===== config.mk =====
export PLATFORM = sky130hd
export DESIGN_NAME = frame_buffer_arbiter_flat
export DESIGN_NICKNAME = d
export VERILOG_FILES = /design/src/rtl/frame_buffer_arbiter_if.sv /design/src/rtl/frame_buffer_arbiter.sv /design/src/flat_wrapper.sv
export SDC_FILE = /design/constraint.sdc
export NUM_CORES = 1
export LEC_CHECK = 0
export ABC_AREA = 1
export BUFFER_PORTS_ARGS = -buffer_cell sky130_fd_sc_hd__buf_4
export CORE_MARGIN = 1.5
export CORE_UTILIZATION = 50
export CTS_CLUSTER_SIZE = 10
export DETAILED_ROUTE_END_ITERATION = 16
export PLACE_DENSITY = 0.76
export SLEW_MARGIN = 30
export SYNTH_ARGS = -nofsm -noshare
export SYNTH_HDL_FRONTEND = slang
export SYNTH_SLANG_ARGS = --single-unit
export TNS_END_PERCENT = 1

===== constraint.sdc =====
create_clock -name clk -period 1.8 [get_ports clk]
set_input_delay 0.27 -clock clk [delete_from_list [all_inputs] [get_ports clk]]
set_output_delay 0.27 -clock clk [all_outputs]
set_load 0.02 [all_outputs]

===== src/rtl/frame_buffer_arbiter_if.sv =====
// Bundles the video scan, drawing-client and single-port RAM signals of the
// frame buffer arbiter; slave is the arbiter side, master the surrounding system.
interface frame_buffer_arbiter_if;
  logic        pixelEn;
  logic [8:0]  row;
  logic [9:0]  column;
  logic        displayActive;
  logic        pixel;
  logic        wrReq;
  logic [14:0] wrAddr;
  logic [15:0] wrData;
  logic        wrAck;
  logic [14:0] memAddr;
  logic        memWe;
  logic [15:0] memWdata;
  logic [15:0] memRdata;

  modport slave (
    input  pixelEn, row, column, displayActive, wrReq, wrAddr, wrData, memRdata,
    output pixel, wrAck, memAddr, memWe, memWdata
  );

  modport master (
    output pixelEn, row, column, displayActive, wrReq, wrAddr, wrData, memRdata,
    input  pixel, wrAck, memAddr, memWe, memWdata
  );
endinterface


===== src/rtl/frame_buffer_arbiter.sv =====
// Shares one single-port RAM between the VGA scan-out prefetch and a drawing
// client; display reads always win, writes fill the remaining cycles.
module frame_buffer_arbiter #(
  parameter int WORDS_PER_LINE = 40,
  parameter int ACTIVE_ROWS    = 480
) (
  input logic clk,
  input logic rst,
  frame_buffer_arbiter_if.slave bus
);

  localparam logic [9:0] LAST_RD_COL = 10'((WORDS_PER_LINE - 2) * 16 + 1);
  localparam logic [8:0] LAST_ROW    = 9'(ACTIVE_ROWS - 1);
  localparam logic [9:0] WRAP_COL    = 10'd784;

  logic [14:0] mem_addr;
  logic        mem_we;
  logic [15:0] mem_wdata;
  logic        wr_ack;
  logic        pixel;
  logic [15:0] cur_word;
  logic [15:0] next_word;
  logic        rd_d1;
  logic        rd_d2;

  logic        wrap_read;
  logic        word_read;
  logic        rd_now;
  logic        wr_now;
  logic [8:0]  next_row;
  logic [14:0] rd_addr;

  function automatic logic [14:0] row_base(input logic [8:0] r);
    logic [14:0] rx;
    rx = {6'd0, r};
    return (rx << 5) + (rx << 3);
  endfunction

  always_comb begin
    wrap_read = 1'b0;
    word_read = 1'b0;
    next_row  = 9'd0;
    rd_addr   = 15'd0;
    wrap_read = bus.pixelEn && (bus.column == WRAP_COL);
    word_read = bus.pixelEn && (bus.column[3:0] == 4'd1) && (bus.column <= LAST_RD_COL);
    rd_now    = wrap_read || word_read;
    next_row  = (bus.row < LAST_ROW) ? bus.row + 9'd1 : 9'd0;
    // Word reads fetch one word ahead of the word currently being shifted out.
    if (wrap_read)
      rd_addr = row_base(next_row);
    else
      rd_addr = row_base(bus.row) + {9'd0, bus.column[9:4]} + 15'd1;
    wr_now = !rd_now && bus.wrReq && !wr_ack;
  end

  always_ff @(posedge clk or negedge rst) begin
    if (!rst) begin
      mem_addr  <= 15'd0;
      mem_we    <= 1'b0;
      mem_wdata <= 16'd0;
      wr_ack    <= 1'b0;
      pixel     <= 1'b0;
      cur_word  <= 16'd0;
      next_word <= 16'd0;
      rd_d1     <= 1'b0;
      rd_d2     <= 1'b0;
    end else begin
      rd_d1  <= rd_now;
      rd_d2  <= rd_d1;
      wr_ack <= wr_now;
      mem_we <= wr_now;
      if (rd_now) begin
        mem_addr <= rd_addr;
      end else if (wr_now) begin
        mem_addr  <= bus.wrAddr;
        mem_wdata <= bus.wrData;
      end
      // RAM returns data one cycle after the address register updates.
      if (rd_d2)
        next_word <= bus.memRdata;
      if (bus.pixelEn) begin
        pixel <= bus.displayActive & cur_word[~bus.column[3:0]];
        if (bus.column[3:0] == 4'd15)
          cur_word <= next_word;
      end
    end
  end

  assign bus.memAddr  = mem_addr;
  assign bus.memWe    = mem_we;
  assign bus.memWdata = mem_wdata;
  assign bus.wrAck    = wr_ack;
  assign bus.pixel    = pixel;

endmodule


===== src/flat_wrapper.sv =====
// flat-port wrapper written by rule: the top's interface ports become plain ports
module frame_buffer_arbiter_flat 
#(
  parameter int WORDS_PER_LINE = 40,
  parameter int ACTIVE_ROWS    = 480
)
  (clk, rst, bus_pixelEn, bus_row, bus_column, bus_displayActive, bus_wrReq, bus_wrAddr, bus_wrData, bus_memRdata, bus_pixel, bus_wrAck, bus_memAddr, bus_memWe, bus_memWdata);
  frame_buffer_arbiter_if bus_i ();
  input logic clk;
  input logic rst;
  input wire logic [$bits(bus_i.pixelEn)-1:0] bus_pixelEn;
  input wire logic [$bits(bus_i.row)-1:0] bus_row;
  input wire logic [$bits(bus_i.column)-1:0] bus_column;
  input wire logic [$bits(bus_i.displayActive)-1:0] bus_displayActive;
  input wire logic [$bits(bus_i.wrReq)-1:0] bus_wrReq;
  input wire logic [$bits(bus_i.wrAddr)-1:0] bus_wrAddr;
  input wire logic [$bits(bus_i.wrData)-1:0] bus_wrData;
  input wire logic [$bits(bus_i.memRdata)-1:0] bus_memRdata;
  output wire logic [$bits(bus_i.pixel)-1:0] bus_pixel;
  output wire logic [$bits(bus_i.wrAck)-1:0] bus_wrAck;
  output wire logic [$bits(bus_i.memAddr)-1:0] bus_memAddr;
  output wire logic [$bits(bus_i.memWe)-1:0] bus_memWe;
  output wire logic [$bits(bus_i.memWdata)-1:0] bus_memWdata;
  assign bus_i.pixelEn = bus_pixelEn;
  assign bus_i.row = bus_row;
  assign bus_i.column = bus_column;
  assign bus_i.displayActive = bus_displayActive;
  assign bus_i.wrReq = bus_wrReq;
  assign bus_i.wrAddr = bus_wrAddr;
  assign bus_i.wrData = bus_wrData;
  assign bus_i.memRdata = bus_memRdata;
  assign bus_pixel = bus_i.pixel;
  assign bus_wrAck = bus_i.wrAck;
  assign bus_memAddr = bus_i.memAddr;
  assign bus_memWe = bus_i.memWe;
  assign bus_memWdata = bus_i.memWdata;
  frame_buffer_arbiter #(.WORDS_PER_LINE(WORDS_PER_LINE), .ACTIVE_ROWS(ACTIVE_ROWS)) u_core (.clk(clk), .rst(rst), .bus(bus_i));
endmodule

After elaboration in Yosys (flattened, before gate mapping)
Index checks and enable logic that the tools add are counted.

storage, ports and cells
  output and inout port bits = 34
  logic and storage cells = 39
  bits in registers = 67
  input bits = 71

operators by class
  bitwise gates (word level) = 3
  eq/ne operators = 3
  multiplexer cells = 6
  reductions and logical operators = 11
  magnitude comparators = 3
  add/subtract/negate cells = 5

operators by type and width
  operator                                                 count
  2-to-1 mux 15 bit                                        3
  adder 14 x 12 -> 15 bit                                  2
  adder 15 x 1 -> 15 bit (second input constant)           1
  adder 15 x 6 -> 15 bit                                   1
  == test 10 bit (second input constant)                   1
  less-or-equal comparator 10 bit (second input constant)  1
  adder 9 x 1 -> 9 bit (second input constant)             1
  < comparator 9 bit (second input constant)               1
  2-to-1 mux 9 bit                                         1
  logical AND 1 bit                                        5
  < comparator 4 x 5 -> 1 bit (second input constant)      1
  binary-select mux 1 bit (select 4 bit)                   1
  == test 4 x 1 -> 1 bit (second input constant)           1
  == test 4 bit (second input constant)                    1
  NOT 4 bit                                                1
  AND reduction 2 bit                                      2
  logical NOT 1 bit                                        2
  nonzero test 2 bit                                       1
  bitwise AND 1 bit                                        1
  logical OR 1 bit                                         1
  2-to-1 mux 1 bit                                         1
  NOT 1 bit                                                1

Logic depth before layout (Yosys ltp)
Gate-level depths: netlist of the first run.

  depth after elaboration = 9
  mapped depth = 19
  gate-level depth less buffers = 18

Worst setup path before layout of the first run
No wires, ideal clock.

  kind = input to register
  start = input port bus_row[3]
  end = register u_core.mem_addr[13], in the netlist u_core.bus.memAddr[13]
  buffers on the path = 1
  data arrival time = 2.215 ns
  setup time = 0.116 ns
  setup slack = -0.531 ns
  required time = 1.684 ns
  cell stages on the path = 19
  cell sequence = nand2_1 -> o21bai_2 -> nand2_2 -> buf_6 -> o21ai_0 -> a21oi_1 -> ha_1 -> inv_1 -> fa_1 -> o21ai_0 -> nand2_1 -> nand2_1 -> nand3_1 -> nand2_1 -> nand2_1 -> nand3_1 -> nand2_1 -> nand2_1 -> nand2_1

between the ends
  longest elaborated chain between the ends = 5
  elaborated cells on any way between the ends = 9
  classes of those cells = add/sub: 5; order compare: 1; mux: 3

RTL lines
  what                                                                      line                                                    source
  from (decl)                                                               flat_wrapper.sv:12                                      input wire logic [$bits(bus_i.row)-1:0] bus_row;
  adder 14 x 12 -> 15 bit (tied with other cells)                           frame_buffer_arbiter.sv:36                              return (rx << 5) + (rx << 3);
  adder 15 x 6 -> 15 bit / 2-to-1 mux 9 bit (equally long branches)         frame_buffer_arbiter.sv:52, frame_buffer_arbiter.sv:47
  adder 15 x 1 -> 15 bit / adder 14 x 12 -> 15 bit (equally long branches)  frame_buffer_arbiter.sv:52, frame_buffer_arbiter.sv:36
  2-to-1 mux 15 bit (*)                                                     frame_buffer_arbiter.sv:49                              if (wrap_read)
  2-to-1 mux 15 bit (*)                                                     frame_buffer_arbiter.sv:72                              if (rd_now) begin
  to (signal assigned)                                                      frame_buffer_arbiter.sv:73                              mem_addr <= rd_addr;
  to (signal assigned)                                                      frame_buffer_arbiter.sv:75                              mem_addr <= bus.wrAddr;
  to (decl)                                                                 frame_buffer_arbiter.sv:16                              logic [14:0] mem_addr;

Every way passes the cells marked *; elsewhere a longest branch is shown, timed or not.
A chain may end at the register's enable or synchronous reset.

Worst setup path after layout of the first run
  start = input port bus_row[2]
  end = register u_core.mem_addr[11], in the netlist u_core.bus.memAddr[11]

Same word-level chain as after synthesis.

==> results of run 1 <==
## flip-flops by register name, indices dropped and copies added, names as in the netlist
signal / count
u_core.bus.memWdata: 16
u_core.cur_word: 16
u_core.next_word: 16
u_core.bus.memAddr: 15
u_core.bus.memWe: 1
u_core.bus.pixel: 1
u_core.rd_d1: 1
u_core.rd_d2: 1
## cells by family after synthesis
kind of cell	Yosys count	synth area share [%]
and+or+nand+nor	264	26.5
AOI/OAI and AO/OA	87	12.5
buffers and inverters	78	7.56
DFF	67	40.0
adders and majority gates	27	8.43
muxes	14	3.76
xor gates and xnor gates	6	1.25
## worst paths after layout
kind	slack (ps)	to
setup / recovery	-200	u_core.bus.memAddr[11]
hold / removal	110	u_core.bus.memWdata[3]
setup reg to reg	340	u_core.bus.memAddr[4]
hold reg to reg	350	u_core.rd_d2
max in group asynchronous	860	u_core.next_word[9]
min in group asynchronous	380	u_core.next_word[7]
## cell usage in the layout, fill, tap and decap left out, drive strengths merged, types with 6 or more instances in the layout
| cell | Yosys | routed |
|---|---|---|
| mux2 | 14 | 14 |
| dfrtp | 67 | 67 |
| nand2 | 176 | 176 |
| clkbuf | 5 | 9 |
| nor2 | 44 | 44 |
| ha | 25 | 25 |
| o21ai | 38 | 38 |
| buf | 8 | 186 |
| inv | 65 | 65 |
| nand3 | 32 | 32 |
| a21oi | 26 | 26 |
| nor3 | 6 | 6 |
## worst reg2reg max path, delay by kind of cell, from the launching register on
family | cells | cell delay (ps)
simple gates | 2 | 470
flops | 1 | 410
buf+inv | 1 | 160
compound gates | 1 | 300
## metrics by stage
stage	utilization [%]	instance area, um^2	std cells	setup TNS (ps)
after floorplan	-	4230	543	-2660
after global placement	69.2	5660	812	-6590
after detailed placement	69.2	5660	812	-8390
after CTS	75.9	6200	836	-715
after global routing	76.6	6260	837	-1940
final	76.6	6260	837	-1080
## Yosys cell counts (all sizes together)
cell / n / share of area (%)
a211oi: 2 / 0.36
a21o: 1 / 0.18
a21oi: 26 / 3.1
a221o: 1 / 0.24
a22oi: 1 / 0.18
a31oi: 1 / 0.15
and2: 1 / 0.15
buf: 8 / 1.3
clkbuf: 5 / 0.45
dfrtp: 67 / 40
fa: 2 / 0.96
ha: 25 / 7.5
inv: 65 / 5.8
mux2: 14 / 3.8
nand2: 176 / 16
nand3: 32 / 4.3
nand4: 2 / 0.30
nor2: 44 / 4.5
nor3: 6 / 0.72
nor4: 3 / 0.45
o2111ai: 3 / 0.63
o211ai: 2 / 0.36
o21ai: 38 / 4.5
o21bai: 3 / 0.90
o221ai: 4 / 0.84
o22a: 1 / 0.21
o22ai: 1 / 0.15
o31ai: 3 / 0.66
xnor2: 2 / 0.42
xor2: 4 / 0.84
## layer usage
layer,up-vias,track usage (%)
met5,-,0
met3,21,4.35
met1,2054,37.7
met2,158,53.0
li1,2137,-
met4,0,9.20
## layout make-up
class / count / area, um^2
multi-input cells: 398 / 2480
fillers: 613 / 1910
flip-flops and latches: 67 / 1680
repair buffers: 187 / 1500
inverters: 65 / 244
well taps: 105 / 131
clock buffers: 9 / 124
clock inverters: 6 / 115
## power by group through the flow
| stage | logic (mW) | clock network [mW] | registers, mW |
|---|---|---|---|
| floorplan | 0.690 | 0 | 2.05 |
| detailed placement | 1.52 | 0 | 1.95 |
| global route | 1.84 | 1.61 | 1.96 |
| finish | 1.69 | 1.52 | 1.93 |
| global placement | 1.47 | 0 | 1.94 |
| CTS | 1.64 | 1.53 | 1.93 |
## repair_timing
item | in CTS | in global routing
setup endpoints to repair | 10 | 10
hold buffers | 1 | 0
resized for setup | 53 | 11
pin swaps | 24 | 10
buffers inserted | 8 | 1
hold endpoints to repair | 26 | 0
==> reports/metrics.cfg, run 1 <==
[run_status]
status = complete, but fails checks
failed_checks = setup timing

[pwr]
p_int_mw = 3.49
switchingPower_mw = 1.64
power_frac_comb_pct = 32.9
p_leak_nw = 3.27
p_per_area_nw_per_um2 = 819
p_total_mw = 5.13
irDropWorstVdd_mv = 0.543
clockPowerShare_pct = 29.5
p_sw_share_pct = 32.0
p_seq_share_pct = 37.6

[cts]
clock_path_buffers = 2
htreeDepth = 3
cts_tree = done
insertion_delay_ps = 340
clock-sinks = 67
cts.clk_slew.worst_paths_ps = 80
cts-buffers-inserted = 9
root_buffer = clkbuf_8

[route]
first_pass_iters = 5
drtIter0Drc = 162
wl_met1_mm = 5.38
vias = 4370
wl_mm = 12.7
highest-signal-layer = met4
antenna_left = 0
wire_per_inst_um = 15.1
drc = 0
wl_met3_um = 633
wl_met2_mm = 6.44
vias_per_cell = 5.22

[worst_setup_path]
crit_start = bus_row[2]
r2r.worst_path.cells = 4
slowest_stage = fa_1
cp_top_family = adder cells
max_stage_delay_ps = 550
crit_fanout = 5
r2r-start = u_core.bus.memWe
path_depth = 14
cpMostUsedCell = nand2_1
cp-start-kind = input port
cp.required_ps = 2040
crit_type = input port to flip-flop
crit_chain = buf_6 > inv_1 > fa_1 > inv_2 > ha_4 > nand2_1 > nor2_2 > a21oi_2 > o21bai_1 > a21oi_1 > o21ai_1 > nand3_1 > nand2_1 > nand2_1
end_kind = flip-flop
crit_arrival_ps = 2230
worst-path-buf-inv = 3

[sta]
slew_violations = 0
setup_slack_ps = -196
hold_viol_final = 0
finalClockSkew_ps = 7.96
maxSlewHeadroom_pct = 70.9
setup_viol = 8
period_needed_ps = 2000
max_freq_mhz = 501
tightest_slew_ps = 435
period_share_pct = 111
rsz0062_at_grt = yes
whs_ps = 114

[yosys]
synth_cell_types = 41
ys_seq_area_share_pct = 40.0
synth_nets = 641
yosysWarnings = 0
syn_inst = 543
ys_seq_elements = 67
synth_area_um2 = 4190
synth.avg_cell_area_um2 = 7.71

[placement]
hpwl_mm = 9.65
port_buffers = 104
pre_cts_ws_ps = -865
globalplace.congestion = 0.910

[min_path]
hp-class = input port to flip-flop
hp-start = bus_wrData[3]
hold_path_depth = 3

[grt]
grt-ovfl-total = 0
antenna_found_initial = 0
grt_start_max_net_pins = 29
grtUsageTotal_pct = 30.0
grt_pass1_wl_mm = 20.6
grt_pass1_vias = 4395

[cells_and_area]
area_growth_pct = 49.6
drive_gt1_share_pct = 38.8
nNetsFinal = 826
num_antenna_cells = 0

[floorplan]
io-pin-count = 105
start_util_pct = 51.2
die_area_um2 = 8930
die_h_um = 94.5
die_w_um = 94.5
fp-row-count = 33
fp.coreArea_um2 = 8180

[job]
drv_cap = 0

No activity file was read; power rests on OpenSTA's default activity.
==> run 2, diff against run 1 <==
- REMOVE_ABC_BUFFERS: unset -> 1
- clock period: 1.8 -> 2.2 ns (I/O delays scaled with it)
==> run 2 against run 1 <==
The flow now finishes without violations. Critical path depth stayed put. Global-route usage fell by 2.9 points. Worst hold slack worse by 42 ps. Highest routed layer unchanged. Routed wire length fell by 8.2%. Critical path type unchanged. Die area did not move. Worst setup slack improved by 320 ps.
==> reports/metrics.cfg, run 2 (synthesis gave the netlist of run 1 again) <==
[worst_setup_path]
cp-start-kind = input port
end_kind = flip-flop
crit_fanout = 4
crit_start = bus_row[1]
max_stage_delay_ps = 350
crit_chain = buf_4 > buf_4 > ha_1 > ha_1 > buf_4 > nand2_1 > nor2_2 > a21oi_2 > o21bai_1 > a21oi_1 > o21ai_1 > nand3_1 > nand2_1 > nand2_1
slowest_stage = ha_1
crit_arrival_ps = 2320
worst-path-buf-inv = 3
r2r-start = u_core.bus.memWe
cp.required_ps = 2440
crit_type = input port to flip-flop
cp_top_family = adder cells

[cells_and_area]
mostFrequentLayoutCells = 171 x nand2_1, 156 x buf_4, 67 x dfrtp_1, 61 x inv_1, 37 x nor2_1
area_growth_pct = 37.7
layout_commonest_cell = nand2_1
final_util_pct = 70.5
num_antenna_cells = 0
nNetsFinal = 797
drive_gt1_share_pct = 32.5
finalNonFillerCells = 809
n_fill_cell = 650

[floorplan]
fp-row-count = 33
fp.coreArea_um2 = 8180
io-pin-count = 105
die_w_um = 94.5
start_util_pct = 51.2
die_area_um2 = 8930
die_h_um = 94.5

[grt]
grt-ovfl-total = 0
antenna_found_initial = 0
grt_util_met1_pct = 37.7
grt_pass1_vias = 4175
grt_start_max_net_pins = 68
grt_pass1_wl_mm = 18.9
met3_usage_pct = 6.36
grtUsageTotal_pct = 27.1
grt.met2_usage_pct = 42.4
busiest_layer = met2

[route]
wl_mm = 11.6
vias_per_cell = 5.32
antenna_left = 0
vias = 4300
wire_per_inst_um = 14.4
drtIter0Drc = 263
first_pass_iters = 6
drc = 0

[sta]
hold_viol_final = 0
rsz0062_at_grt = yes
setup_slack_ps = 125
setup_tns_ps = 0
maxSlewHeadroom_pct = 45.1
finalClockSkew_ps = 6.56
max_freq_mhz = 482
setup_viol = 0
period_needed_ps = 2080
period_share_pct = 94.3
tightest_slew_ps = 823
slew_violations = 0

[pwr]
clockPowerShare_pct = 25.2
p_leak_nw = 3.07
p_total_mw = 3.79
switchingPower_mw = 1.32
p_int_mw = 2.47
irDropWorstVdd_mv = 0.447
power_frac_comb_pct = 33.2
p_seq_share_pct = 41.6
p_per_area_nw_per_um2 = 657
p_sw_share_pct = 34.9

[min_path]
hp-class = input port to asynchronous set/reset pin

[cts]
cts-buffers-inserted = 9
clock-sinks = 67
cts.clk_slew.worst_paths_ps = 90
insertion_delay_ps = 340
cts_tree = done
postCtsHoldBufs = 0
htreeDepth = 3
clock_path_buffers = 2
root_buffer = clkbuf_8

[placement]
hpwl_mm = 8.75
dp_cells = 792
port_buffers = 104
globalplace.congestion = 1.01
pre_cts_ws_ps = -371

[job]
drv_cap = 0

[run_status]
status = complete, no violations

run 2: changes by cell type in the layout (fill, tap and decap cells not counted), moves of 5 or more:
| cell | previous run | this run |
|---|---|---|
| nand2_2 | 10 | 5 |
| nand2_1 | 164 | 171 |
| nand3_1 | 20 | 25 |
| buf_12 | 5 | 0 |
| buf_4 | 176 | 156 |
| o21ai_0 | 26 | 31 |
run 2: worst reg2reg max path, cell delays in order, from the launching register on:
cell and delay [ps]:
dfrtp_1 410, nor2_1 340, nand2_2 90, inv_1 280
buf_4 260, nand2_1 80, nand2_1 60
run 2: area by class of cell:
cell class / instances / area [um^2] / area share, %
clock buffer: 9 / 124 / 2.15
clock inverter: 7 / 61.3 / 1.06
inverter: 65 / 244 / 4.23
multi-input combinational: 398 / 2340 / 40.5
sequential: 67 / 1680 / 29.1
tap: 105 / 131 / 2.28
timing repair buffer: 158 / 1190 / 20.7
run 2: stage by stage:
step | cell area (um^2) | hold WS (ps)
CTS | 5620 | 99.4
floorplan | 4120 | 34.4
global route | 5770 | 138
global placement | 5430 | 337
finish | 5770 | 71.1
detailed placement | 5430 | 342
run 2: path summary, 6_finish.rpt:
| check | endpoint | slack (ps) | cells after the start |
|---|---|---|---|
| worst max-delay path | u_core.bus.memAddr[11] | 120 | 14 |
| worst min-delay path | u_core.bus.memWdata[7] | 70 | 1 |
| worst max register to register | u_core.bus.memWdata[4] | 610 | 6 |
| worst min register to register | u_core.rd_d2 | 370 | 0 |
| max in group asynchronous | u_core.bus.memAddr[6] | 1580 | 1 |
| min in group clk | u_core.bus.memWdata[6] | 170 | 3 |
run 2: repair_timing:
item,CTS,global route
buffers inserted,0,1
pin swaps,0,8
cloned,0,0
setup endpoints to repair,1,7
gates resized for setup,1,34
run 2: power groups by stage:
stage | clock network (mW) | logic (mW) | registers, mW
final | 0.956 | 1.26 | 1.58
after CTS | 0.977 | 1.19 | 1.58
after detailed placement | 0 | 1.18 | 1.59
after global placement | 0 | 1.15 | 1.59
after floorplan | 0 | 0.541 | 1.68
after global routing | 1.03 | 1.39 | 1.60
run 2: routing by layer:
| layer | vias to the layer above | share of wire (%) |
|---|---|---|
| li1 | 2088 | - |
| met4 | 0 | 1.1 |
| met5 | - | 0 |
| met1 | 2011 | 45 |
| met2 | 185 | 46 |
| met3 | 16 | 8.2 |
